--- config.mk ---
export PLATFORM = sky130hd
export DESIGN_NAME = times_table_read_arbiter_flat
export DESIGN_NICKNAME = d
export VERILOG_FILES = /design/src/rtl/times_table_pkg.sv /design/src/rtl/times_table_read_arbiter_if.sv /design/src/rtl/times_table_read_arbiter_rr_arb2.sv /design/src/rtl/times_table_read_arbiter.sv /design/src/flat_wrapper.sv
export SDC_FILE = /design/constraint.sdc
export NUM_CORES = 1
export LEC_CHECK = 0
export ABC_AREA = 1
export BUFFER_PORTS_ARGS = -buffer_cell sky130_fd_sc_hd__buf_4
export CORE_MARGIN = 3
export CORE_UTILIZATION = 35
export CTS_CLUSTER_SIZE = 40
export DETAILED_ROUTE_END_ITERATION = 8
export HOLD_SLACK_MARGIN = 0.08
export PLACE_DENSITY_LB_ADDON = 0.05
export SKIP_CTS_REPAIR_TIMING = 1
export SLEW_MARGIN = 40
export SYNTH_ARGS = -nofsm -noshare
export SYNTH_HDL_FRONTEND = slang
export SYNTH_SLANG_ARGS = --single-unit
--- constraint.sdc ---
create_clock -name clk -period 2 [get_ports clk]
set_input_delay 0.4 -clock clk [delete_from_list [all_inputs] [get_ports clk]]
set_output_delay 0.4 -clock clk [all_outputs]
set_load 0.05 [all_outputs]
--- src/rtl/times_table_pkg.sv ---
// Shared types, constants and the address map for the times-table read arbiter.
package times_table_pkg;

  localparam int ADDR_W = 32;
  localparam int DATA_W = 32;

  localparam logic [1:0]  RESP_OKAY = 2'b00;
  localparam logic [23:0] TT_BASE   = 24'd0;

  typedef enum logic [1:0] {
    IDLE,
    ADDR,
    DATA,
    RESP
  } state_t;

  // One 32-bit word per (a, b) pair, so the operands form the word index.
  function automatic logic [ADDR_W-1:0] tt_addr(input logic [2:0] a, input logic [2:0] b);
    return {TT_BASE, a, b, 2'b00};
  endfunction

endpackage

--- src/rtl/times_table_read_arbiter_if.sv ---
// Requester-side and AXI4-lite read-channel signals of the times-table arbiter.
interface times_table_read_arbiter_if
  import times_table_pkg::*;
();

  logic [1:0]        req;
  logic [2:0]        a0;
  logic [2:0]        b0;
  logic [2:0]        a1;
  logic [2:0]        b1;
  logic [1:0]        ack;
  logic [5:0]        result;
  logic              err;
  logic              busy;

  logic [ADDR_W-1:0] m_axi_araddr;
  logic              m_axi_arvalid;
  logic              m_axi_arready;
  logic [DATA_W-1:0] m_axi_rdata;
  logic [1:0]        m_axi_rresp;
  logic              m_axi_rvalid;
  logic              m_axi_rready;

  // The arbiter: consumes requests, masters the AXI read channel.
  modport master (
    input  req, a0, b0, a1, b1,
    input  m_axi_arready, m_axi_rdata, m_axi_rresp, m_axi_rvalid,
    output ack, result, err, busy,
    output m_axi_araddr, m_axi_arvalid, m_axi_rready
  );

  // The environment: requesters plus the memory's read port.
  modport slave (
    output req, a0, b0, a1, b1,
    output m_axi_arready, m_axi_rdata, m_axi_rresp, m_axi_rvalid,
    input  ack, result, err, busy,
    input  m_axi_araddr, m_axi_arvalid, m_axi_rready
  );

endinterface

--- src/rtl/times_table_read_arbiter_rr_arb2.sv ---
// Two-input round-robin arbiter; the pointer moves away from the requester just served.
module rr_arb2 (
  input  logic       clk,
  input  logic       rst,
  input  logic [1:0] i_req,
  input  logic       i_update,
  input  logic       i_update_id,
  output logic [1:0] o_grant
);

  // r_ptr names the requester favoured on a tie.
  logic r_ptr;

  always_ff @(posedge clk or posedge rst) begin
    if (rst) begin
      r_ptr <= 1'b0;
    end else if (i_update) begin
      r_ptr <= ~i_update_id;
    end
  end

  for (genvar gi = 0; gi < 2; gi++) begin : g_grant
    assign o_grant[gi] = i_req[gi] && (!i_req[1-gi] || (r_ptr == 1'(gi)));
  end

endmodule

--- src/rtl/times_table_read_arbiter.sv ---
// Serialises two requesters' times-table lookups onto one AXI4-lite read port.
module times_table_read_arbiter
  import times_table_pkg::*;
(
  input  logic                        clk,
  input  logic                        rst,
  times_table_read_arbiter_if.master  bus
);

  state_t            r_state;
  logic              r_id;
  logic [1:0]        r_ack;
  logic [5:0]        r_result;
  logic              r_err;
  logic              r_busy;
  logic [ADDR_W-1:0] r_araddr;
  logic              r_arvalid;
  logic              r_rready;

  logic [1:0]        w_grant;
  logic              w_win_id;
  logic [2:0]        w_a;
  logic [2:0]        w_b;
  logic              w_ptr_upd;

  assign w_ptr_upd = (r_state == RESP);

  rr_arb2 u_rr_arb2 (
    .clk         (clk),
    .rst         (rst),
    .i_req       (bus.req),
    .i_update    (w_ptr_upd),
    .i_update_id (r_id),
    .o_grant     (w_grant)
  );

  assign w_win_id = w_grant[1];
  assign w_a      = w_win_id ? bus.a1 : bus.a0;
  assign w_b      = w_win_id ? bus.b1 : bus.b0;

  // Operands are folded into r_araddr at grant, so later operand changes are invisible.
  always_ff @(posedge clk or posedge rst) begin
    if (rst) begin
      r_state   <= IDLE;
      r_id      <= 1'b0;
      r_ack     <= 2'b00;
      r_result  <= 6'd0;
      r_err     <= 1'b0;
      r_busy    <= 1'b0;
      r_araddr  <= '0;
      r_arvalid <= 1'b0;
      r_rready  <= 1'b0;
    end else begin
      r_ack <= 2'b00;
      case (r_state)
        IDLE: begin
          if (|w_grant) begin
            r_id      <= w_win_id;
            r_araddr  <= tt_addr(w_a, w_b);
            r_arvalid <= 1'b1;
            r_busy    <= 1'b1;
            r_state   <= ADDR;
          end
        end
        ADDR: begin
          if (bus.m_axi_arready) begin
            r_arvalid <= 1'b0;
            r_rready  <= 1'b1;
            r_state   <= DATA;
          end
        end
        DATA: begin
          if (bus.m_axi_rvalid) begin
            r_rready <= 1'b0;
            r_result <= bus.m_axi_rdata[5:0];
            r_err    <= (bus.m_axi_rresp != RESP_OKAY);
            r_ack    <= r_id ? 2'b10 : 2'b01;
            r_state  <= RESP;
          end
        end
        RESP: begin
          r_busy  <= 1'b0;
          r_state <= IDLE;
        end
        default: begin
          r_state <= IDLE;
        end
      endcase
    end
  end

  assign bus.ack           = r_ack;
  assign bus.result        = r_result;
  assign bus.err           = r_err;
  assign bus.busy          = r_busy;
  assign bus.m_axi_araddr  = r_araddr;
  assign bus.m_axi_arvalid = r_arvalid;
  assign bus.m_axi_rready  = r_rready;

endmodule
--- src/flat_wrapper.sv ---
// flat-port wrapper written by rule: the top's interface ports become plain ports
module times_table_read_arbiter_flat import times_table_pkg::*;
  (clk, rst, bus_req, bus_a0, bus_b0, bus_a1, bus_b1, bus_m_axi_arready, bus_m_axi_rdata, bus_m_axi_rresp, bus_m_axi_rvalid, bus_ack, bus_result, bus_err, bus_busy, bus_m_axi_araddr, bus_m_axi_arvalid, bus_m_axi_rready);
  times_table_read_arbiter_if bus_i ();
  input  logic clk;
  input  logic rst;
  input wire logic [$bits(bus_i.req)-1:0] bus_req;
  input wire logic [$bits(bus_i.a0)-1:0] bus_a0;
  input wire logic [$bits(bus_i.b0)-1:0] bus_b0;
  input wire logic [$bits(bus_i.a1)-1:0] bus_a1;
  input wire logic [$bits(bus_i.b1)-1:0] bus_b1;
  input wire logic [$bits(bus_i.m_axi_arready)-1:0] bus_m_axi_arready;
  input wire logic [$bits(bus_i.m_axi_rdata)-1:0] bus_m_axi_rdata;
  input wire logic [$bits(bus_i.m_axi_rresp)-1:0] bus_m_axi_rresp;
  input wire logic [$bits(bus_i.m_axi_rvalid)-1:0] bus_m_axi_rvalid;
  output wire logic [$bits(bus_i.ack)-1:0] bus_ack;
  output wire logic [$bits(bus_i.result)-1:0] bus_result;
  output wire logic [$bits(bus_i.err)-1:0] bus_err;
  output wire logic [$bits(bus_i.busy)-1:0] bus_busy;
  output wire logic [$bits(bus_i.m_axi_araddr)-1:0] bus_m_axi_araddr;
  output wire logic [$bits(bus_i.m_axi_arvalid)-1:0] bus_m_axi_arvalid;
  output wire logic [$bits(bus_i.m_axi_rready)-1:0] bus_m_axi_rready;
  assign bus_i.req = bus_req;
  assign bus_i.a0 = bus_a0;
  assign bus_i.b0 = bus_b0;
  assign bus_i.a1 = bus_a1;
  assign bus_i.b1 = bus_b1;
  assign bus_i.m_axi_arready = bus_m_axi_arready;
  assign bus_i.m_axi_rdata = bus_m_axi_rdata;
  assign bus_i.m_axi_rresp = bus_m_axi_rresp;
  assign bus_i.m_axi_rvalid = bus_m_axi_rvalid;
  assign bus_ack = bus_i.ack;
  assign bus_result = bus_i.result;
  assign bus_err = bus_i.err;
  assign bus_busy = bus_i.busy;
  assign bus_m_axi_araddr = bus_i.m_axi_araddr;
  assign bus_m_axi_arvalid = bus_i.m_axi_arvalid;
  assign bus_m_axi_rready = bus_i.m_axi_rready;
  times_table_read_arbiter u_core (.clk(clk), .rst(rst), .bus(bus_i));
endmodule
# Yosys cells after proc, flatten, opt, wreduce, memory -nomap -nowiden
# Index checks and enable logic that the tools add are counted.
[classes]
addsub = 0
n_mul = 0
div_mod_pow = 0
magnitude_cmp = 0
eq_ne = 6
n_shift = 0
muxes = 16
n_bitwise = 2
n_reduce_logical = 18
[ops]
columns = ["operator", "count"]
rows = [
  ["$mux W2", 6],
  ["$reduce_and A3 Y1", 3],
  ["$pmux W2 S4", 1],
  ["$reduce_bool A2 Y1", 4],
  ["$mux W3", 2],
  ["$pmux W1 S2", 3],
  ["$reduce_and A2 Y1", 3],
  ["$eq A2 B2 Y1 const B", 2],
  ["$mux W1", 4],
  ["$ne A2 B2 Y1 const B", 2],
  ["$eq A2 B1 Y1 const B", 1],
  ["$logic_and A1 B1 Y1", 2],
  ["$logic_not A1 Y1", 2],
  ["$logic_not A2 Y1", 1],
  ["$logic_or A1 B1 Y1", 2],
  ["$ne A2 B1 Y1 const B", 1],
  ["$not A1 Y1", 2],
  ["$reduce_or A2 Y1", 1],
]
[word_totals]
ff_bits = 22
latch_bits = 0
ramBits = 0
mem_bits_ro = 0
inputBits = 52
output_inout_bits = 44
wordCells = 52
n_memories = 0

# Longest topological paths before layout
# Gate-level depths: netlist of run 1.
[depth]
ltp_word = 6
ltp_mapped = 8
depth_no_buf = 8

# By module
# Synthesis of run 1 repeated with hierarchy kept, for this count alone.
[hier_totals]
hier_cells = 166
hier_area_um2 = 1320.0
[by_module_without_submodules]
columns = ["mod", "instances", "cells_each", "area_each_um2", "seq_area_each_um2"]
rows = [
  ["times_table_read_arbiter", 1, 156, 1256.2, 525.5],
  ["rr_arb2", 1, 10, 63.8, 25.0],
]

# Worst setup path before layout of run 1
# No wires, ideal clock.
[synth_timing]
path_type = "register -> register"
startpoint = "reg u_core.r_state[0]"
endpoint = "reg u_core.r_result[0], in the netlist u_core.bus.result[0]"
setup_ps = 125
arrival_ps = 1194
t_required_ps = 1875
slack_ps = 681
stages_incl_launch_ff = 6
path_buffers = 1
synth_period_minus_slack_ps = 1319
path_cell_list = "dfrtp_1 inv_1 ha_1 nand2_1 buf_6 mux2_4"
[synth_between]
elab_chain_len = 2
[synth_lines]
columns = ["element", "line", "source"]
rows = [
  ["from (decl)", "times_table_read_arbiter.sv:10", "state_t r_state;"],
  ["from (signal assigned)", "times_table_read_arbiter.sv:44", "r_state <= IDLE;"],
  ["from (signal assigned)", "times_table_read_arbiter.sv:62", "r_state <= ADDR;"],
  ["from (signal assigned)", "times_table_read_arbiter.sv:69", "r_state <= DATA;"],
  ["$eq A2 B2 Y1", "times_table_read_arbiter.sv:55", "case (r_state)"],
  ["$reduce_and A2 Y1 (no line)", "--", ""],
  ["to (signal assigned)", "times_table_read_arbiter.sv:75", "r_result <= bus.m_axi_rdata[5:0];"],
  ["to (decl)", "times_table_read_arbiter.sv:13", "logic [5:0] r_result;"],
]
# Every way passes these cells.
# A chain may end at the register's enable or synchronous reset.

# Worst setup path in the final report of run 1
[layout_timing]
startpoint = "reg u_core.r_state[0]"
endpoint = "reg u_core.r_result[3], in the netlist u_core.bus.result[3]"
# The elaborated chain is that of the path after synthesis.

==> results of run 1 <==
-- flip-flops by register name, summed over array words and instances, names as in the netlist --
signal	count
u_core.r_id	1
u_core.bus.m_axi_araddr	6
u_core.bus.ack	2
u_core.u_rr_arb2.r_ptr	1
u_core.bus.m_axi_arvalid	1
u_core.r_state	2
u_core.bus.err	1
u_core.bus.result	6
u_core.bus.busy	1
u_core.bus.m_axi_rready	1
-- area by class of cell --
class	instances	area (um^2)
multi-input cells	110	602
flip-flops and latches	22	551
fillers	363	1830
inverters	12	52.6
repair buffers	44	330
clock inverters	1	30.0
clock buffers	3	41.3
well taps	46	57.6
-- metrics by stage --
stage	area [um^2]	utilization, %
finish	1660	47.6
global placement	1590	45.6
floorplan	1420	-
global route	1660	47.6
detailed placement	1590	45.6
CTS	1660	47.6
-- worst max-delay path: cells and delay by family (launching register included) --
kind	cells	cell delay (ns)
muxes	1	0.39
adders and majority gates	1	0.24
buffers and inverters	1	0.10
DFF	1	0.40
and+or+nand+nor	1	0.38
-- cells in the mapped netlist, drive strengths merged --
| cell type | count |
|---|---|
| buf | 28 |
| conb | 1 |
| dfrtp | 22 |
| ha | 5 |
| inv | 12 |
| mux2 | 6 |
| nand2 | 50 |
| nand3 | 10 |
| nand4 | 3 |
| nor2 | 3 |
| o21a | 1 |
| o21ai | 4 |
| or2 | 2 |
-- routing by layer --
layer	track usage, %	routed length, um	vias to the layer above
li1	-	-	494
met1	13.8	1020	458
met2	19.2	1360	41
met3	3.16	195	2
met4	3.04	19	0
met5	0	0	-
-- kinds of logic (layout without fill, tap and decap cells) --
kind of cell,Yosys count,after routing
other cells,1,26
mux,6,6
flops,22,22
simple gates,68,68
fa+ha+maj,5,5
buf+inv,40,60
compound gates,5,5
-- path summary, 6_finish.rpt --
check,end,slack (ns),cells past startpoint
setup / recovery,u_core.bus.result[3],0.38,4
hold / removal,u_core.bus.result[3],0.17,3
max in group asynchronous,u_core.bus.m_axi_araddr[5],1.61,3
setup reg to reg,u_core.bus.result[3],0.38,4
hold reg to reg,u_core.bus.ack[0],0.47,1
min in group clk,u_core.bus.result[2],0.37,2
-- power by group through the flow --
| stage | Combinational [W] | Sequential [W] | Clock [W] |
|---|---|---|---|
| after floorplan | 0.000753 | 0.00137 | 0 |
| after global placement | 0.00170 | 0.000790 | 0 |
| after detailed placement | 0.00173 | 0.000798 | 0 |
| after CTS | 0.00174 | 0.000792 | 0.000421 |
| after global routing | 0.00184 | 0.000819 | 0.000450 |
| final | 0.00172 | 0.000789 | 0.000408 |
==> results.md, run 1 <==
- Syn. warnings: 0
- Status: finished, final reports clean
- Setup_tns: 0 ns
- PwrDens: 1750 nW/um^2
- Commonest non-fill, non-tap cells in the layout: nand2_1 (46), buf_4 (44), conb_1 (26)
- Clock power share: 14.0%
- Post-synthesis adder-cell area fraction: 4.71%
- Site Rows: 21
- Synth Instances: 147
- Final Cycle Share: 80.9%
- Core Region: 3490 um^2
- RSZ-0062 raised after global routing: no
- GP Congestion: 0.846
- Crit start category: flop
- P_sw: 0.00143 W
- Sw Ratio: 49.2%
- Worst-path clk slew: 0.08 ns
- DIE AREA: 4570 um^2
- VDD IR max: 0.880 mV
- Die W: 67.6 um
- Clk root buf: clkbuf_8
- Diode count: 0
- Seq pwr share: 27.1%
- Fmax: 618 MHz
- Reg-to-Reg Start: u_core.r_state[0]
- Cts bufs inserted: 3
- DR iter-0 viols: 20
- Htree depth: 1
- Crit end category: flop
- Wire per inst: 10.9 um
- Seq cells post-synth: 22
- GRT Overall Usage: 11.3%
- Clock latency on the worst-skew pair: 0.26 ns
- Fin nets: 250
- Final Hold Viols: 0
- # clock sinks: 22
- Synth Area in Simple Gates: 24.7%
- HPWL after detailed placement: 2100 um
- HP Class: in -> async
- CTS tree: yes
- Via count: 995
- Port bufs: 43
- CTS Buffer Depth: 2
- Max Cap Viol: 0
- GRT overflow: 0
- Die Y: 67.6 um
- Slowest cell on crit path: dfrtp_1
- Largest net degree at the start of global routing: 23
- Clock skew: 0.00139 ns
- PnR Total Power: 0.00291 W
- Minimum clock period: 1.62 ns
- Data required time of the worst path: 2.15 ns
- Area leader, netlist: dfrtp_1
- Setup ws final: 0.382 ns
- Initial Utilization: 38.0%
- Leakage: 0.953 nW
- Vias in the first global route: 843
- Residual DRC: 0
- Mapped cell area: 1330 um^2
- Share of layout cells above drive strength 1: 33.3%
- Pre-Repair DR Iteration Count: 4
- Seq/Total Area, Yosys: 41.4%
- Post-route ant nets: 0
- Logic pwr share: 58.9%
- Most common cell after layout, fill and taps aside: nand2_1
- Area Growth Syn to Fin: 25.2%
- Via/cell ratio: 4.18
- Int Pwr: 0.00148 W
- Final hold slack: 0.174 ns
- Xor/xnor share of the synthesized area: 0%
- DRT Wirelength: 2600 um
- First-pass GRT wire length: 3910 um
- CP startpoint: u_core.r_state[0]
- Non-Filler Instances: 238
- Final Slew Violations: 0
- Worst Path Arrival: 1.77 ns
- Post-synthesis compound-gate area fraction: 2.07%
- Largest family of logic cells by synthesized area: simple AND/OR/NAND/NOR gates
- Critical path, cell by cell: inv_1 -> ha_1 -> nand2_1 -> mux2_2
- Setup WS pre-CTS: 0.368 ns
- I/O pin cnt: 96
- Post-synthesis mux area share: 6.50%
- Synth Area per Inst: 9.04 um^2
- Top area cells in the synthesized netlist: dfrtp_1 (41%), buf_4 (15%), nand2_1 (13%)
- Inst Count DP: 234
- Yosys cell types: 25
- Setup CP Type: reg -> reg
- CP max FO: 11
- Initial antenna violation count: 0
- Top-area cell type share of the netlist area: 41.4%
- Final setup viols: 0
- Crit path largest cell delay: 0.40 ns
Power figures use the tool's default switching activity.
==> run 2: changes to the inputs <==
ABC_AREA = 0   (was 1)
clock period = 1.6 ns   (was 2 ns; I/O delays follow)
==> run 2 against run 1 <==
Compared with the run above: largest power group unchanged; synthesized area down 7.5%; cell count down 9.7%; global-route usage up 0.41 points; sequential share of layout area up 1.2 points; largest cell class is now sequential cells; first-iteration DRC count up 140%; cell area down 3.6%; synthesized cell count down 18%; combinational power up 22%; fmax up 5.6%; critical path depth up 1; via count down 7.5%.
==> results.md, run 2 <==
- Status: finished, final reports clean (unchanged)
- Site Rows: 20 (was 21)
- Count leader, synth: buf_4 (was nand2_1)
- Pre-Repair DR Iteration Count: 4 (unchanged)
- Async S/R FF share, synth: 100% (unchanged)
- Worst Path Arrival: 1.75 ns (was 1.77 ns)
- Vias in the first global route: 831 (was 843)
- Top area cells in the synthesized netlist: dfrtp_1 (45%), buf_4 (16%), mux2_2 (5.5%) (was dfrtp_1 (41%), buf_4 (15%), nand2_1 (13%))
- Die W: 65.3 um (was 67.6 um)
- Die Y: 65.3 um (was 67.6 um)
- Most frequent cells after synthesis: buf_4 (26), dfrtp_1 (22), nor2_1 (13) (was nand2_1 (46), buf_4 (26), dfrtp_1 (22))
- Area leader, netlist: dfrtp_1 (unchanged)
- Max Cap Viol: 0 (unchanged)
- DR iter-0 viols: 47 (was 20)
- Share of layout cells above drive strength 1: 38.0% (was 33.3%)
- Synth Area per Inst: 10.2 um^2 (was 9.04 um^2)
- CTS tree: yes (unchanged)
- Commonest non-fill, non-tap cells in the layout: buf_4 (47), conb_1 (26), dfrtp_1 (22) (was nand2_1 (46), buf_4 (44), conb_1 (26))
- Final setup viols: 0 (unchanged)
- Seq/Total Area, Yosys: 44.8% (was 41.4%)
- DIE AREA: 4260 um^2 (was 4570 um^2)
- Clock skew: 0.0127 ns (was 0.00139 ns)
- Worst-path clk slew: 0.14 ns (was 0.08 ns)
- First-pass GRT wire length: 3820 um (was 3910 um)
- Cts bufs inserted: 3 (unchanged)
- Diode count: 0 (unchanged)
- Setup CP Type: reg -> reg (unchanged)
- Synth Instances: 121 (was 147)
- Critical path, cell by cell: inv_1 -> ha_1 -> and2b_4 -> nor3_4 -> mux2_4 (was inv_1 -> ha_1 -> nand2_1 -> mux2_2)
- Wire per inst: 11.6 um (was 10.9 um)
- Via count: 920 (was 995)
- Crit path largest cell delay: 0.42 ns (was 0.40 ns)
- DRT Wirelength: 2490 um (was 2600 um)
- I/O pin cnt: 96 (unchanged)
- Fin nets: 229 (was 250)
- Fill count: 310 (was 363)
- Leakage: 0.809 nW (was 0.953 nW)
- HPWL after detailed placement: 1950 um (was 2100 um)
- Fmax: 653 MHz (was 618 MHz)
- Yosys cell types: 23 (was 25)
- Mapped cell area: 1230 um^2 (was 1330 um^2)
- PwrDens: 2190 nW/um^2 (was 1750 nW/um^2)
- VDD IR max: 0.763 mV (was 0.880 mV)
- Data required time of the worst path: 1.82 ns (was 2.15 ns)
- Crit start category: flop (unchanged)
- Final Hold Viols: 0 (unchanged)
- CP top delay family: flip-flops (unchanged)
- Inst Count DP: 209 (was 234)
- Final hold slack: 0.237 ns (was 0.174 ns)
- Htree depth: 1 (unchanged)
- Area Growth Syn to Fin: 30.6% (was 25.2%)
- Post-route ant nets: 0 (unchanged)
- Setup_tns: 0 ns (unchanged)
- Initial antenna violation count: 0 (unchanged)
- Crit end category: flop (unchanged)
- Largest net degree at the start of global routing: 23 (unchanged)
- Ys flop type: dfrtp_1 (unchanged)
- Non-Filler Instances: 215 (was 238)
- GRT Overall Usage: 11.7% (was 11.3%)
- Number of synthesized flops with an enable pin: 0 (unchanged)
- Residual DRC: 0 (unchanged)
- Minimum clock period: 1.53 ns (was 1.62 ns)
- Most common cell after layout, fill and taps aside: buf_4 (was nand2_1)
- Core Region: 3200 um^2 (was 3490 um^2)
- Initial Utilization: 38.4% (was 38.0%)
- Via/cell ratio: 4.28 (was 4.18)
- CTS Buffer Depth: 2 (unchanged)
- Clk root buf: clkbuf_4 (was clkbuf_8)
- Syn. warnings: 0 (unchanged)
- Seq cells post-synth: 22 (unchanged)
- CP max FO: 4 (was 11)
- Clock latency on the worst-skew pair: 0.31 ns (was 0.26 ns)
- Slowest cell on crit path: dfrtp_1 (unchanged)
- # clock sinks: 22 (unchanged)
- Top-area cell type share of the netlist area: 44.8% (was 41.4%)
- Port bufs: 43 (unchanged)
- HP Class: in -> reg (was in -> async)
- GP Congestion: 0.765 (was 0.846)
- WP buf/inv: 1 (unchanged)
- GRT overflow: 0 (unchanged)
- Final Slew Violations: 0 (unchanged)
- Final Cycle Share: 95.8% (was 80.9%)
## run 2: area by class of cell
class | count | area, um^2 | share of cell area (%)
Sequential cell | 22 | 551 | 34.3
Multi-Input combinational cell | 91 | 544 | 33.9
Timing Repair Buffer | 49 | 383 | 23.9
Tap cell | 44 | 55.1 | 3.43
Clock inverter | 1 | 30.0 | 1.87
Clock buffer | 3 | 22.5 | 1.40
Inverter | 5 | 18.8 | 1.17
## run 2: power by group
part           leakage, nW  internal (W)  switching [W]
Clock               0.0279      0.000253       0.000182
Combinational        0.523      0.000738        0.00137
Sequential           0.258      0.000823       0.000153
Total                0.809       0.00181        0.00170
## run 2: final timing paths
kind	startpoint	endpoint	slack [ns]	cells past startpoint
min reg2reg	u_core.r_id	u_core.bus.ack[0]	0.48	1
min in group asynchronous	rst	u_core.bus.m_axi_araddr[6]	0.59	4
max reg2reg	u_core.r_state[1]	u_core.r_state[1]	0.07	5
min	bus_m_axi_rdata[0]	u_core.bus.result[0]	0.24	2
max in group asynchronous	rst	u_core.r_id	0.78	4
max	u_core.r_state[1]	u_core.r_state[1]	0.07	5
## run 2: through the flow
step	power, W	instance area, um^2	worst slack, ns	util, %
3_3_place_gp	0.00304	1530	0.0549	47.6
6_report	0.00352	1600	0.0676	50.1
2_1_floorplan	0.00252	1320	0.136	-
5_1_grt	0.00373	1600	-0.000659	50.1
4_1_cts	0.00351	1580	0.0152	49.3
3_5_place_dp	0.00307	1530	0.0336	47.6
## run 2: layer usage
metal	routed length [um]	share of wire (%)	global-route usage [%]	vias to the layer above
met5	0	0	0	-
met4	30	1.2	5.44	0
met3	270	11	3.76	2
met2	1160	47	18.2	49
met1	1030	41	14.6	416
li1	-	-	-	453
## run 2: kinds of logic (layout without fill, tap and decap cells)
family	count (synthesis)	after routing	share of synthesized area [%]
buffers and inverters	33	58	19.2
and+or+nand+nor	31	31	13.4
AOI/OAI and AO/OA	22	22	10.4
DFF	22	22	44.8
muxes	7	7	6.72
adders and majority gates	5	5	5.09
other	1	26	0.305
==> run 3: changes to the inputs <==
PLACE_DENSITY = 0.72   (was not set)
PLACE_DENSITY_LB_ADDON = not set   (was 0.05)
==> run 3 against run 2 <==
Compared with the run above: wire length is 2.5% higher; critical endpoint unchanged; non-clock buffer count grew 1; global-route usage increased by 0.52 points; sequential cell count stayed put; critical path type unchanged; highest routed layer unchanged; register-to-register slack lost 0.02 ns.
==> results.md, run 3 (same netlist as run 2, synthesis figures left out) <==
- I/O pin cnt: 96 (unchanged)
- First-pass GRT wire length: 4090 um (was 3820 um)
- Fin nets: 230 (was 229)
- Max Cap Viol: 0 (unchanged)
- PwrDens: 2140 nW/um^2 (was 2190 nW/um^2)
- Final Slew Violations: 0 (unchanged)
- Port bufs: 43 (unchanged)
- Diode count: 0 (unchanged)
- Final Hold Viols: 0 (unchanged)
- Pre-Repair DR Iteration Count: 4 (unchanged)
- Final setup viols: 0 (unchanged)
- Data required time of the worst path: 1.81 ns (was 1.82 ns)
- Htree depth: 1 (unchanged)
- Non-Filler Instances: 216 (was 215)
- Crit end category: flop (unchanged)
- GRT Overall Usage: 12.2% (was 11.7%)
- Die Y: 65.3 um (unchanged)
- GRT overflow: 0 (unchanged)
- Initial antenna violation count: 0 (unchanged)
- Site Rows: 20 (unchanged)
- Commonest non-fill, non-tap cells in the layout: buf_4 (49), conb_1 (26), dfrtp_1 (22) (was buf_4 (47), conb_1 (26), dfrtp_1 (22))
- Final core utilization: 49.6% (was 50.1%)
- Reg2reg path depth: 5 (unchanged)
- Worst-path clk slew: 0.12 ns (was 0.14 ns)
- Worst Path Arrival: 1.75 ns (about the same)
- DR iter-0 viols: 23 (was 47)
- Post-route ant nets: 0 (unchanged)
- GP Congestion: 0.742 (was 0.765)
- Setup CP Type: reg -> reg (unchanged)
- Cts bufs inserted: 3 (unchanged)
- Clock latency on the worst-skew pair: 0.31 ns (about the same)
- Crit start category: flop (unchanged)
- Core Region: 3200 um^2 (unchanged)
- VDD IR max: 0.867 mV (was 0.763 mV)
- HPWL after detailed placement: 2080 um (was 1950 um)
- Most common cell after layout, fill and taps aside: buf_4 (unchanged)
- Minimum clock period: 1.55 ns (was 1.53 ns)
- DIE AREA: 4260 um^2 (unchanged)
- Via/cell ratio: 4.31 (was 4.28)
- DRT Wirelength: 2550 um (was 2490 um)
- Share of layout cells above drive strength 1: 39.5% (was 38.0%)
- CTS tree: yes (unchanged)
- Clk root buf: clkbuf_4 (unchanged)
- HP Class: in -> reg (unchanged)
- Status: finished, final reports clean (unchanged)
- Leakage: 0.802 nW (was 0.809 nW)
- Via count: 931 (was 920)
- Area Growth Syn to Fin: 29.4% (was 30.6%)
- Wire per inst: 11.8 um (was 11.6 um)
- Largest net degree at the start of global routing: 16 (was 23)
- Final Cycle Share: 96.7% (was 95.8%)
- CP max FO: 4 (unchanged)
- CTS Buffer Depth: 2 (unchanged)
- Die W: 65.3 um (unchanged)
- Fmax: 646 MHz (was 653 MHz)
- Initial Utilization: 38.4% (unchanged)
- Residual DRC: 0 (unchanged)
- Clock skew: 0.00298 ns (was 0.0127 ns)
- PnR Total Power: 0.00340 W (was 0.00352 W)
- Vias in the first global route: 921 (was 831)
- Inst Count DP: 209 (unchanged)
- # clock sinks: 22 (unchanged)
- Worst Hold Path Cells: 2 (unchanged)
==> run 3: path summary, 6_finish.rpt <==
kind,from,end,slack (ns)
worst max-delay path,u_core.r_state[1],u_core.r_state[1],0.05
worst min-delay path,bus_m_axi_rdata[5],u_core.bus.result[5],0.23
worst max register to register,u_core.r_state[1],u_core.r_state[1],0.05
worst min register to register,u_core.r_id,u_core.bus.ack[0],0.49
max in group asynchronous,rst,u_core.bus.m_axi_araddr[2],0.61
min in group asynchronous,rst,u_core.bus.result[5],0.49
==> run 3: through the flow <==
stage | hold slack, ns | cell area [um^2] | setup slack [ns] | setup TNS (ns)
after floorplan | 0.309 | 1320 | 0.136 | 0
after global placement | 0.275 | 1510 | 0.0565 | 0
after detailed placement | 0.284 | 1510 | 0.0229 | 0
after CTS | -0.0631 | 1550 | -0.00553 | -0.00553
after global routing | 0.223 | 1590 | -0.0163 | -0.0163
final | 0.233 | 1590 | 0.0521 | 0
==> run 3: critical path, cell delays in order, from the launching register on <==
cell and delay (ns):
dfrtp_1 0.43, inv_1 0.11, ha_2 0.20, and2b_4 0.18
nor3_4 0.22, mux2_4 0.31
==> run 3: power breakdown <==
group	leakage, nW	internal, W	switching (W)
Sequential	0.258	0.000824	0.000163
Combinational	0.523	0.000734	0.00138
Clock	0.0210	0.000139	0.000169
Total	0.802	0.00170	0.00171
==> run 3: layer usage <==
layer	vias to the layer above	GRT usage (%)	share of wire, %
li1	456	-	-
met1	426	14.6	40
met2	47	21.2	50
met3	2	4.27	10
met4	0	2.33	0.39
met5	-	0	0
==> run 3: layout make-up <==
cell class	count	area, um^2
repair buffers	50	378
inverters	5	18.8
fillers	313	1610
well taps	44	55.1
multi-input cells	91	552
flip-flops and latches	22	551
clock buffers	4	36.3
